$ cat src/rtl/keypad_pkg.sv
// Shared types, key map and small bit helpers for the keypad scan controller.
package keypad_pkg;

  typedef enum logic [1:0] {
    SCAN     = 2'd0,
    DEBOUNCE = 2'd1,
    HELD     = 2'd2
  } scan_state_t;

  // Indexed [row][col]; row 3 carries the E/0/F/D keys.
  localparam logic [3:0] KEYMAP [4][4] = '{
    '{4'h1, 4'h2, 4'h3, 4'hA},
    '{4'h4, 4'h5, 4'h6, 4'hB},
    '{4'h7, 4'h8, 4'h9, 4'hC},
    '{4'hE, 4'h0, 4'hF, 4'hD}
  };

  function automatic logic [3:0] onehot4(input logic [1:0] idx);
    return 4'b0001 << idx;
  endfunction

  function automatic logic [2:0] popcount4(input logic [3:0] v);
    return {2'b00, v[0]} + {2'b00, v[1]} + {2'b00, v[2]} + {2'b00, v[3]};
  endfunction

  function automatic logic [1:0] enc4(input logic [3:0] v);
    if (v[0]) return 2'd0;
    else if (v[1]) return 2'd1;
    else if (v[2]) return 2'd2;
    else return 2'd3;
  endfunction

endpackage

$ cat src/rtl/scan_tick_gen.sv
// Free-running divider producing a one-cycle tick every 2^TICK_EXP clocks.
module scan_tick_gen #(
  parameter int unsigned TICK_EXP = 15
) (
  input  logic clk,
  input  logic nreset,
  output logic tick
);

  logic [TICK_EXP-1:0] r_cnt;

  always_ff @(posedge clk or negedge nreset) begin
    if (!nreset) begin
      r_cnt <= '0;
    end else begin
      r_cnt <= r_cnt + 1'b1;
    end
  end

  assign tick = &r_cnt;

endmodule

$ cat src/rtl/keypad_scan_ctrl.sv
// 4x4 keypad scanner: row drive, single-key debounce, release wait, valid/ready key output.
// Define KEYPAD_REPEAT_EN to add auto-repeat while a key stays held.
module keypad_scan_ctrl
  import keypad_pkg::*;
#(
  parameter int unsigned TICK_EXP           = 15,
  parameter int unsigned DEBOUNCE_TICKS     = 50,
  parameter int unsigned RELEASE_TICKS      = 8,
  parameter int unsigned REPEAT_DELAY_TICKS = 200,
  parameter int unsigned REPEAT_RATE_TICKS  = 40
) (
  input  logic       clk,
  input  logic       nreset,
  input  logic [3:0] col,
  output logic [3:0] row,
  output logic       key_valid,
  input  logic       key_ready,
  output logic [3:0] key_code,
  output logic       key_held,
  output logic       multi_err,
  output logic       drop
);

  localparam int unsigned DebW = $clog2(DEBOUNCE_TICKS + 1);
  localparam int unsigned RelW = $clog2(RELEASE_TICKS + 1);
  localparam logic [DebW-1:0] DebMax = DebW'(DEBOUNCE_TICKS);
  localparam logic [RelW-1:0] RelMax = RelW'(RELEASE_TICKS);

  logic                w_tick;
  scan_state_t         r_state, w_state_d;
  logic [1:0]          r_row_idx, w_row_d;
  logic [1:0]          r_col_idx, w_col_d;
  logic [DebW-1:0]     r_cnt, w_cnt_d, w_cnt_inc;
  logic [RelW-1:0]     r_rcnt, w_rcnt_d, w_rcnt_inc;
  logic                r_key_valid, w_valid_d;
  logic [3:0]          r_key_code, w_code_d, w_code;
  logic                r_multi_err, r_drop, w_drop_d;
  logic                w_emit, w_multi;

`ifdef KEYPAD_REPEAT_EN
  localparam int unsigned RepMaxVal = (REPEAT_DELAY_TICKS > REPEAT_RATE_TICKS) ?
                                      REPEAT_DELAY_TICKS : REPEAT_RATE_TICKS;
  localparam int unsigned RepW = $clog2(RepMaxVal + 1);
  localparam logic [RepW-1:0] RepDelay = RepW'(REPEAT_DELAY_TICKS);
  localparam logic [RepW-1:0] RepRate  = RepW'(REPEAT_RATE_TICKS);
  localparam logic [RepW-1:0] RepSat   = RepW'(RepMaxVal);

  logic [RepW-1:0] r_rep_cnt, w_rep_d, w_rep_inc;
  logic            r_rep_armed, w_armed_d;

  assign w_rep_inc = (r_rep_cnt == RepSat) ? r_rep_cnt : r_rep_cnt + RepW'(1);
`endif

  scan_tick_gen #(
    .TICK_EXP(TICK_EXP)
  ) u_tick (
    .clk   (clk),
    .nreset(nreset),
    .tick  (w_tick)
  );

  assign w_cnt_inc  = (r_cnt == DebMax) ? r_cnt : r_cnt + DebW'(1);
  assign w_rcnt_inc = (r_rcnt == RelMax) ? r_rcnt : r_rcnt + RelW'(1);

  always_ff @(posedge clk or negedge nreset) begin
    if (!nreset) begin
      r_state     <= SCAN;
      r_row_idx   <= 2'd0;
      r_col_idx   <= 2'd0;
      r_cnt       <= '0;
      r_rcnt      <= '0;
      r_key_valid <= 1'b0;
      r_key_code  <= 4'h0;
      r_multi_err <= 1'b0;
      r_drop      <= 1'b0;
`ifdef KEYPAD_REPEAT_EN
      r_rep_cnt   <= '0;
      r_rep_armed <= 1'b0;
`endif
    end else begin
      r_state     <= w_state_d;
      r_row_idx   <= w_row_d;
      r_col_idx   <= w_col_d;
      r_cnt       <= w_cnt_d;
      r_rcnt      <= w_rcnt_d;
      r_key_valid <= w_valid_d;
      r_key_code  <= w_code_d;
      r_multi_err <= w_multi;
      r_drop      <= w_drop_d;
`ifdef KEYPAD_REPEAT_EN
      r_rep_cnt   <= w_rep_d;
      r_rep_armed <= w_armed_d;
`endif
    end
  end

  always_comb begin
    w_state_d = r_state;
    w_row_d   = r_row_idx;
    w_col_d   = r_col_idx;
    w_cnt_d   = r_cnt;
    w_rcnt_d  = r_rcnt;
    w_emit    = 1'b0;
    w_multi   = 1'b0;
    w_code    = KEYMAP[r_row_idx][r_col_idx];
`ifdef KEYPAD_REPEAT_EN
    w_rep_d   = r_rep_cnt;
    w_armed_d = r_rep_armed;
`endif
    if (w_tick) begin
      unique case (r_state)
        SCAN: begin
          if (col == 4'b0000) begin
            w_row_d = r_row_idx + 2'd1;
          end else if (popcount4(col) == 3'd1) begin
            w_col_d = enc4(col);
            w_code  = KEYMAP[r_row_idx][enc4(col)];
            if (DEBOUNCE_TICKS == 1) begin
              w_emit    = 1'b1;
              w_state_d = HELD;
              w_rcnt_d  = '0;
            end else begin
              w_cnt_d   = DebW'(1);
              w_state_d = DEBOUNCE;
            end
          end else begin
            w_multi = 1'b1;
            w_row_d = r_row_idx + 2'd1;
          end
        end
        DEBOUNCE: begin
          if (col == onehot4(r_col_idx)) begin
            w_cnt_d = w_cnt_inc;
            if (w_cnt_inc == DebMax) begin
              w_emit    = 1'b1;
              w_state_d = HELD;
              w_rcnt_d  = '0;
            end
          end else begin
            w_state_d = SCAN;
            w_row_d   = r_row_idx + 2'd1;
            w_cnt_d   = '0;
          end
        end
        HELD: begin
          if (!col[r_col_idx]) begin
            w_rcnt_d = w_rcnt_inc;
            if (w_rcnt_inc == RelMax) begin
              w_state_d = SCAN;
              w_row_d   = r_row_idx + 2'd1;
              w_rcnt_d  = '0;
              w_cnt_d   = '0;
            end
          end else begin
            w_rcnt_d = '0;
`ifdef KEYPAD_REPEAT_EN
            w_rep_d = w_rep_inc;
            if (!r_rep_armed && (w_rep_inc == RepDelay)) begin
              w_emit    = 1'b1;
              w_armed_d = 1'b1;
              w_rep_d   = '0;
            end else if (r_rep_armed && (w_rep_inc == RepRate)) begin
              w_emit  = 1'b1;
              w_rep_d = '0;
            end
`endif
          end
        end
        default: begin
          w_state_d = SCAN;
        end
      endcase
    end
`ifdef KEYPAD_REPEAT_EN
    if ((w_state_d == HELD) && (r_state != HELD)) begin
      w_rep_d   = '0;
      w_armed_d = 1'b0;
    end
`endif

    // A fresh emit always wins over the handshake; drop only if the old code was not taken.
    w_valid_d = r_key_valid;
    w_code_d  = r_key_code;
    w_drop_d  = 1'b0;
    if (w_emit) begin
      w_valid_d = 1'b1;
      w_code_d  = w_code;
      w_drop_d  = r_key_valid & ~key_ready;
    end else if (r_key_valid && key_ready) begin
      w_valid_d = 1'b0;
    end
  end

  always_comb begin
    row       = onehot4(r_row_idx);
    key_held  = (r_state != SCAN);
    key_valid = r_key_valid;
    key_code  = r_key_code;
    multi_err = r_multi_err;
    drop      = r_drop;
  end

endmodule
$ cat config.mk
export PLATFORM = sky130hd
export DESIGN_NAME = keypad_scan_ctrl
export DESIGN_NICKNAME = d
export VERILOG_FILES = /design/src/rtl/keypad_pkg.sv /design/src/rtl/scan_tick_gen.sv /design/src/rtl/keypad_scan_ctrl.sv
export SDC_FILE = /design/constraint.sdc
export NUM_CORES = 1
export LEC_CHECK = 0
export ABC_AREA = 0
export CORE_MARGIN = 3
export CORE_UTILIZATION = 63
export CTS_CLUSTER_SIZE = 24
export DETAILED_ROUTE_END_ITERATION = 10
export HOLD_SLACK_MARGIN = 0.05
export PLACE_DENSITY = 0.82
export SLEW_MARGIN = 20
export SYNTH_ARGS = -nofsm -noshare
export SYNTH_HDL_FRONTEND = slang
export SYNTH_SLANG_ARGS = --single-unit
$ cat constraint.sdc
create_clock -name clk -period 5.95 [get_ports clk]
set_input_delay 1.19 -clock clk [delete_from_list [all_inputs] [get_ports clk]]
set_output_delay 1.19 -clock clk [all_outputs]
set_load 0.05 [all_outputs]
## After elaboration in Yosys (flattened, before gate mapping)

Index checks and enable logic that the tools add are counted.

| cells by class | value |
|---|---|
| reductions and logical operators | 13 |
| $lt $le $gt $ge | 4 |
| eq/ne operators | 17 |
| shift operators | 2 |
| bitwise gates (word level) | 6 |
| muxes and demuxes | 59 |
| add/sub/neg operators | 7 |

Operators with widths:

| kind | number |
|---|---|
| $reduce_and 20->1 | 3 |
| $mux 4 | 13 |
| $mux 6 | 6 |
| $reduce_and 18->1 | 2 |
| $mux 2 | 17 |
| $bmux 16 s2 | 1 |
| $mux 16 | 2 |
| $pmux 6 s3 | 1 |
| $bmux 4 s2 | 2 |
| $add 15x1->15 const B | 1 |
| $reduce_and 15->1 | 1 |
| $ne 2x2->1 const B | 7 |
| $mux 1 | 13 |
| $eq 6x6->1 const B | 2 |
| $pmux 2 s3 | 2 |
| $ge 3x3->1 const B | 3 |
| $not 2->3 | 3 |
| $eq 4x4->1 const B | 2 |
| $pmux 4 s2 | 1 |
| $shl 1x2->4 const A | 2 |
| $add 6x1->6 const B | 1 |
| $ne 3x3->1 const B | 2 |
| $reduce_bool 2->1 | 3 |
| $add 4x1->4 const B | 1 |
| other kinds (16) | 17 |

| word-level totals | value |
|---|---|
| output and inout port bits | 12 |
| input bits | 7 |
| flip-flop bits (word level) | 38 |
| word-level logic and storage cells | 118 |

## Logic depth before layout (Yosys ltp)

Gate-level depths: netlist (run 1).

| logic depth | value |
|---|---|
| word-level depth | 16 |
| depth in mapped cells | 12 |
| mapped depth without buffers | 11 |

## Hierarchy

Synthesis (run 1) repeated with hierarchy kept, for this count alone.

| unflattened totals | value |
|---|---|
| cells, all modules | 269 |
| area total of the unflattened synthesis | 2617.5 um^2 |

By module, submodules not included:

| module | area an instance (um^2) | sequential area each (um^2) | cells each | instances |
|---|---|---|---|---|
| keypad_scan_ctrl | 1978.1 | 575.6 | 214 | 1 |
| scan_tick_gen | 639.4 | 375.4 | 55 | 1 |

## Worst setup path after synthesis (run 1)

Ideal clock, no wire load.

| timing path | value |
|---|---|
| path type | input port to flip-flop |
| start | input port col[0] |
| end | register r_key_code[0], in the netlist key_code[0] |
| stages | 10 |
| library setup time | 0.125 ns |
| required time | 5.825 ns |
| path slack | 2.067 ns |
| path buffers | 0 |
| arrival time | 3.758 ns |
| cell sequence | inv_1 -> fa_1 -> inv_1 -> ha_1 -> ha_1 -> or3b_1 -> nor3_1 -> nand3_1 -> mux2_1 -> mux2_4 |

| on the way | value |
|---|---|
| cells in the longest elaborated chain, start to end | 13 |
| elaborated cells on any way between the ends | 22 |
| classes of those cells | 3 x add/sub; 2 x eq/ne; 15 x mux; 1 x bitwise; 1 x reduce/logical |

Ends and longest elaborated chain:

| what | line | RTL |
|---|---|---|
| from (decl) | keypad_scan_ctrl.sv:14 | `input logic [3:0] col,` |
| branches (longest 13 deep; another with $add 2x1->3) | n/a |  |
| to (signal assigned) | keypad_scan_ctrl.sv:87 | `r_key_code <= w_code_d;` |
| to (decl) | keypad_scan_ctrl.sv:36 | `logic [3:0] r_key_code, w_code_d, w_code;` |

Several ways; the timed one is not identified. The select of a mux whose other input is x is not followed.
A chain may end at the register's enable or synchronous reset.

## Worst setup path in the final report (run 1)

| timing path | value |
|---|---|
| start | input port col[3] |
| end | register r_key_code[0], in the netlist key_code[0] |

| on the way | value |
|---|---|
| cells in the longest elaborated chain, start to end | 6 |
| elaborated cells on any way between the ends | 11 |
| classes of those cells | 1 x add/sub; 2 x eq/ne; 7 x mux; 1 x reduce/logical |

Ends and longest elaborated chain:

| what | line | RTL |
|---|---|---|
| $add 3x1->3 | keypad_pkg.sv:23 | `return {2'b00, v[0]} + {2'b00, v[1]} + {2'b00, v[2]} + {2'b00, v[3]};` |
| $eq 3x1->1 | keypad_scan_ctrl.sv:115 | `end else if (popcount4(col) == 3'd1) begin` |
| $mux 4 | keypad_scan_ctrl.sv:115 |  |
| $mux 4 | keypad_scan_ctrl.sv:113 | `if (col == 4'b0000) begin` |
| $mux 4 | keypad_scan_ctrl.sv:111 | `unique case (r_state)` |
| $mux 4 | keypad_scan_ctrl.sv:110 | `if (w_tick) begin` |

Parallel ways exist; a longest one is shown, timed or not.

==> out/metrics.cfg, run 1 <==
[clock_tree]
cts_max_level = 2
cts_inserted_buffers = 5
root_buffer = clkbuf_8
cts_hold_buf = 0
cts_sinks = 38
cts-resized-gates = 0
cts_tree = yes
cts_buffer_depth = 2
postCtsSetupRepairBufs = 0
clkTransAtPathRegs_ps = 80
insertion_delay_ps = 300

[timing]
slew_viol_final = 0
max-slew-margin-rel_pct = 41.7
hold_viol = 0
worst_pin_slew_ps = 874
min_period_ps = 4510
setup_tns_ps = 0
max_freq_ghz = 0.222
setup_viol = 0
grt_setup_unrepaired = false
skew_ps = 6.88
fin_crit_sh_pct = 75.8

[route]
firstDrtPassIters = 4
wl_per_cell_microns = 15.9
route.antenna.remaining_nets = 0
drt_iter0_markers = 141
routed_wl_microns = 5170
drc_errors = 0
vias = 2028
vias_per_cell = 6.22

[die]
die_y_microns = 69.8
rows = 22
die_w_microns = 69.8
die-area_sq_um = 4870
coreArea_sq_um = 3800
start_util_pct = 67.5
ios = 19

[global_routing]
grt_start_max_net_pins = 39
grt_pass1_wl_microns = 9230
antenna_found_initial = 0
track_usage_pct = 23.3
grt_overflow_total = 0
grt_pass1_vias = 1923

[worst_setup_path]
critical_path_arrival_ps = 4690
worstSetupPathType = in -> reg
worstPathMaxFanout = 6
cp-end-kind = flop
cp.required_ps = 6130
cp-start-kind = input pin

[cells_and_area]
fillers = 279
fin_nets = 303
syn_to_final_growth_pct = 12.0
drive_gt1_share_pct = 9.71
antennaDiodeCount = 0

[placement]
gp_congestion = 0.853
io_buffers = 18
post-dp-hpwl_microns = 3820

[synthesis]
synth_cells = 262
synth_seq_area_share_pct = 37.1
synthXorXnorAreaFrac_pct = 5.80
synthesis.area_sq_um = 2560
synth_top_family_by_area = simple AND/OR/NAND/NOR gates
synth_fp_nets = 288
ys_types = 54
ys.flop_type = dfrtp_1
async_flop_share_pct = 100
yosys_warnings = 0
syn_area_per_cell_sq_um = 9.79
muxShareOfSynthArea_pct = 9.90
ys_seq_elements = 38
synth-edff-count = 0
synth_compound_area_share_pct = 13.2
synthSimpleGateAreaFrac_pct = 20.3
synthAdderAreaFrac_pct = 9.56

[pwr]
power_uw = 547
irDropWorstVdd_mv = 0.153
power_density_nw_per_um2 = 190
p_leak_uw = 0.00122

[flow_run]
drv_cap = 0

[outcome]
status = complete, no violations

[hold_path]
hp-class = reg -> reg

==> per-stage QoR <==
stage / hold slack (ps) / cell area (sq um) / worst slack (ps) / util [%] / cells
after floorplan: 439 / 2560 / 2070 / - / 262
after global placement: 456 / 2760 / 1280 / 72.6 / 318
after detailed placement: 464 / 2760 / 1140 / 72.6 / 318
after CTS: 480 / 2870 / 1440 / 75.6 / 326
after global routing: 484 / 2870 / 1290 / 75.6 / 326
final: 479 / 2870 / 1440 / 75.6 / 326
==> synth_stat cells (4+ instances only) <==
master    number  area (sq um)
a31oi_1        4          25.0
mux2_4         4          60.1
inv_1         16          60.1
o21ai_1        4          20.0
nor2_1        14          52.6
o31ai_1        4          30.0
nand2b_1       5          31.3
a21oi_1        7          35.0
mux2i_1        7          70.1
xor2_1         7          61.3
nand3_1       15          75.1
nand4_1        6          37.5
nand3b_1       5          37.5
ha_1          18           225
xnor2_1       10          87.6
clkbuf_1       6          22.5
or3_1          4          25.0
o21ai_0        9          45.0
buf_2          4          20.0
dfrtp_1       38           951
nand2_1       19          71.3
==> state kept, by name (all words and copies together) (netlist names) <==
| signal | flops |
|---|---|
| r_cnt | 6 |
| r_rcnt | 4 |
| r_row_idx | 2 |
| r_col_idx | 2 |
| u_tick.r_cnt | 15 |
| multi_err | 1 |
| key_code | 4 |
| drop | 1 |
| r_state | 2 |
| key_valid | 1 |
==> cells in the final DEF (no fill, tap or decap), types with 3 or more instances in the layout <==
| master | count |
|---|---|
| ha_1 | 18 |
| mux4_2 | 3 |
| xor2_1 | 7 |
| o21a_1 | 3 |
| nand2_1 | 19 |
| nand2b_1 | 5 |
| nand4_1 | 6 |
| a31oi_1 | 4 |
| xnor2_1 | 10 |
| nor3b_1 | 3 |
| nor2_1 | 14 |
| o21ai_0 | 9 |
| and3_1 | 3 |
| dfrtp_1 | 38 |
| a21oi_1 | 7 |
| mux2_4 | 4 |
| or3_1 | 4 |
| mux2i_1 | 7 |
| nor3_1 | 3 |
| o21ai_1 | 4 |
| nand3b_1 | 5 |
| clkdlybuf4s50_1 | 17 |
| nand3_1 | 15 |
| mux2_2 | 3 |
| inv_1 | 16 |
| o31ai_1 | 4 |
| clkbuf_8 | 5 |
==> kinds of logic (layout without fill, tap and decap cells) <==
group | count (synthesis) | after routing
and+or+nand+nor | 94 | 94
DFF | 38 | 38
adders and majority gates | 19 | 19
muxes | 19 | 19
xor gates and xnor gates | 17 | 17
AOI/OAI and AO/OA | 48 | 48
buffers and inverters | 27 | 43
==> cell type report <==
class	instances	area [sq um]	area share, %
repair buffers	18	175	6.10
clock buffers	5	68.8	2.40
inverters	17	63.8	2.22
multi-input cells	197	1510	52.5
well taps	48	60.1	2.09
flip-flops and latches	38	951	33.1
clock inverters	3	45.0	1.57
==> critical path, cell delays in order <==
cell             delay (ps)
clkdlybuf4s50_1         620
inv_1                   100
fa_1                    500
inv_1                    50
ha_1                    170
ha_1                    270
or3b_1                  420
nor3_1                  420
nand3_1                 310
mux2_1                  380
mux2_4                  270
==> power breakdown <==
group / switching (uW) / internal, uW / total [uW]
Sequential: 2.85 / 259 / 262
Clock: 100 / 125 / 225
Combinational: 34.6 / 25.1 / 59.7
==> final timing paths <==
| kind | to | slack [ps] | cells after the start | start |
|---|---|---|---|---|
| max in group asynchronous | r_col_idx[0] | 4440 | 1 | nreset |
| hold / removal | u_tick.r_cnt[8] | 480 | 1 | u_tick.r_cnt[8] |
| setup / recovery | key_code[0] | 1440 | 11 | col[3] |
| min in group asynchronous | u_tick.r_cnt[5] | 990 | 1 | nreset |
| setup reg to reg | r_cnt[3] | 3140 | 8 | r_rcnt[0] |
| hold reg to reg | u_tick.r_cnt[8] | 480 | 1 | u_tick.r_cnt[8] |
==> per-layer routing <==
layer,up-vias,wire [microns],track usage (%)
met1,991,2340,32.8
li1,974,-,-
met2,56,2490,36.2
met5,-,0,0
met3,7,257,4.78
met4,0,74,6.81
(Power assumes the default switching activity.)
==> inputs of run 2 (changes only) <==
Settings changed: CORE_UTILIZATION 63 to 59, PLACE_DENSITY 0.82 to 0.77.
Clock period 5.95 ns to 4.35 ns, I/O delays scaled along.
==> out/metrics.cfg, run 2 (synthesized netlist as in run 1, its figures left out) <==
[cells_and_area]
largest_register = u_tick.r_cnt
syn_to_final_growth_pct = 14.7
final_common_cell = dfrtp_1
stdcell_area_sq_um = 2940  ; +2.5%
top_regs = u_tick.r_cnt (15), r_cnt (6)
final_cell_mix = dfrtp_1 (38), nand2_1 (19), ha_1 (18)
largest_register_ffs = 15  ; unchanged
final_core_util_pct = 72.0  ; -3.6 points
antennaDiodeCount = 0  ; unchanged
drive_gt1_share_pct = 11.6  ; +1.9 points
fin_nets = 309  ; +2.0%

[route]
drc_errors = 0  ; unchanged
wl_per_cell_microns = 15.4  ; -3.1%
vias_per_cell = 6.03  ; -3.0%
drt_iter0_markers = 97  ; -31%
route.antenna.remaining_nets = 0  ; unchanged
firstDrtPassIters = 4  ; unchanged
vias = 2015  ; -0.64%
routed_wl_microns = 5130  ; -0.70%

[clock_tree]
cts_max_level = 2  ; unchanged
postCtsSetupRepairBufs = 0  ; unchanged
insertion_delay_ps = 290  ; about the same
clkTransAtPathRegs_ps = 80  ; about the same
cts_buffer_depth = 2  ; unchanged
cts_hold_buf = 0  ; unchanged
cts_tree = yes
cts_inserted_buffers = 5  ; unchanged
root_buffer = clkbuf_8
cts_sinks = 38  ; unchanged
cts-resized-gates = 0  ; unchanged

[timing]
setup_viol = 0  ; unchanged
setup_tns_ps = 0  ; unchanged
timing.hold.ws_ps = 469  ; -9.51 ps
fin_crit_sh_pct = 88.5
min_period_ps = 3850
setup_ws_ps = 498  ; -944 ps
skew_ps = 8.72  ; +1.83 ps
slew_viol_final = 0  ; unchanged
worst_pin_slew_ps = 827  ; -47.0 ps
grt_setup_unrepaired = false
max-slew-margin-rel_pct = 44.9  ; +3.1 points
max_freq_ghz = 0.260
hold_viol = 0  ; unchanged

[die]
start_util_pct = 62.8  ; -4.8 points
coreArea_sq_um = 4090  ; +7.6%
die_w_microns = 71.9  ; +3.1%
rows = 23  ; +4.5%
ios = 19  ; unchanged
die_y_microns = 71.9  ; +3.1%
die-area_sq_um = 5170  ; +6.2%

[placement]
gp_congestion = 0.821  ; -3.7%
place_area_sq_um = 2810  ; +1.7%
post-dp-hpwl_microns = 3870  ; +1.4%
io_buffers = 18  ; unchanged
place_worst_setup_slack_ps = 194  ; -950 ps

[hold_path]
hp-class = reg -> reg

[pwr]
power_density_nw_per_um2 = 273  ; +43%
irDropWorstVdd_mv = 0.170  ; +11%
p_leak_uw = 0.00127  ; +3.9%

[worst_setup_path]
cp-start-kind = input pin
critical_path_arrival_ps = 4040  ; -650 ps
cp-end-kind = flop
worstSetupPathType = in -> reg
cp.required_ps = 4540  ; -1590 ps
worstPathMaxFanout = 6  ; unchanged

[global_routing]
grt_overflow_total = 0  ; unchanged
globalRouteMet3Util_pct = 3.88  ; -0.90 points
grt_pass1_vias = 1890  ; -1.7%
grt_start_max_net_pins = 39  ; unchanged
grt_pass1_wl_microns = 8740  ; -5.3%
grt_util_met2_pct = 35.0  ; -1.2 points
antenna_found_initial = 0  ; unchanged
grt_busiest_layer = met2
track_usage_pct = 21.4  ; -1.9 points
globalRouteMet1Util_pct = 29.3  ; -3.5 points

[flow_run]
drv_cap = 0  ; unchanged

[outcome]
status = complete, no violations

-- run 2: cell types whose count changed in the layout (fill, tap and decap cells not counted), sizes merged --
cell | previous run | this run
clkinvlp | 2 | 0
buf | 1 | 7
clkinv | 0 | 1
bufinv | 1 | 2
-- run 2: worst max-delay path, cell delays in order --
cell and delay (ps):
clkdlybuf4s50_1 480, inv_1 80, fa_1 530, inv_1 40
ha_1 180, ha_1 260, or3b_1 410, nor3_1 250
nand3_1 270, a221oi_1 330, a21oi_1 70, mux2_4 270
-- run 2: routing by layer --
metal	vias to the layer above	part of all wire, %
met5	-	0
met4	0	1.1
met3	5	4.2
met2	51	47
met1	969	48
li1	990	-
-- run 2: final timing paths --
path,startpoint,end,slack [ps],depth (start not counted)
hold / removal,u_tick.r_cnt[12],u_tick.r_cnt[12],470,1
hold reg to reg,u_tick.r_cnt[12],u_tick.r_cnt[12],470,1
setup reg to reg,r_cnt[1],key_code[2],1660,7
setup / recovery,col[0],key_code[2],500,12
max in group asynchronous,nreset,r_cnt[2],3160,1
min in group asynchronous,nreset,u_tick.r_cnt[7],670,1
-- run 2: stage by stage --
stage	std cells	power [uW]
after detailed placement	326	449
after floorplan	262	417
final	334	802
after global placement	326	448
after global routing	334	828
after CTS	334	806
-- run 2: power by group --
group	internal (uW)	total, uW	leakage (uW)	switching (uW)
clock network	230	361	0.0000683	131
logic	36.4	83.4	0.000692	47.0
registers	355	358	0.000505	3.69
total	621	802	0.00127	182
-- run 2: area by class of cell --
cell class                 count  area (sq um)
clock buffer                   5          68.8
clock inverter                 3          68.8
fill                         319          1140
inverter                      17          63.8
multi-input combinational    197          1510
sequential                    38           951
tap                           50          62.6
timing repair buffer          24           220
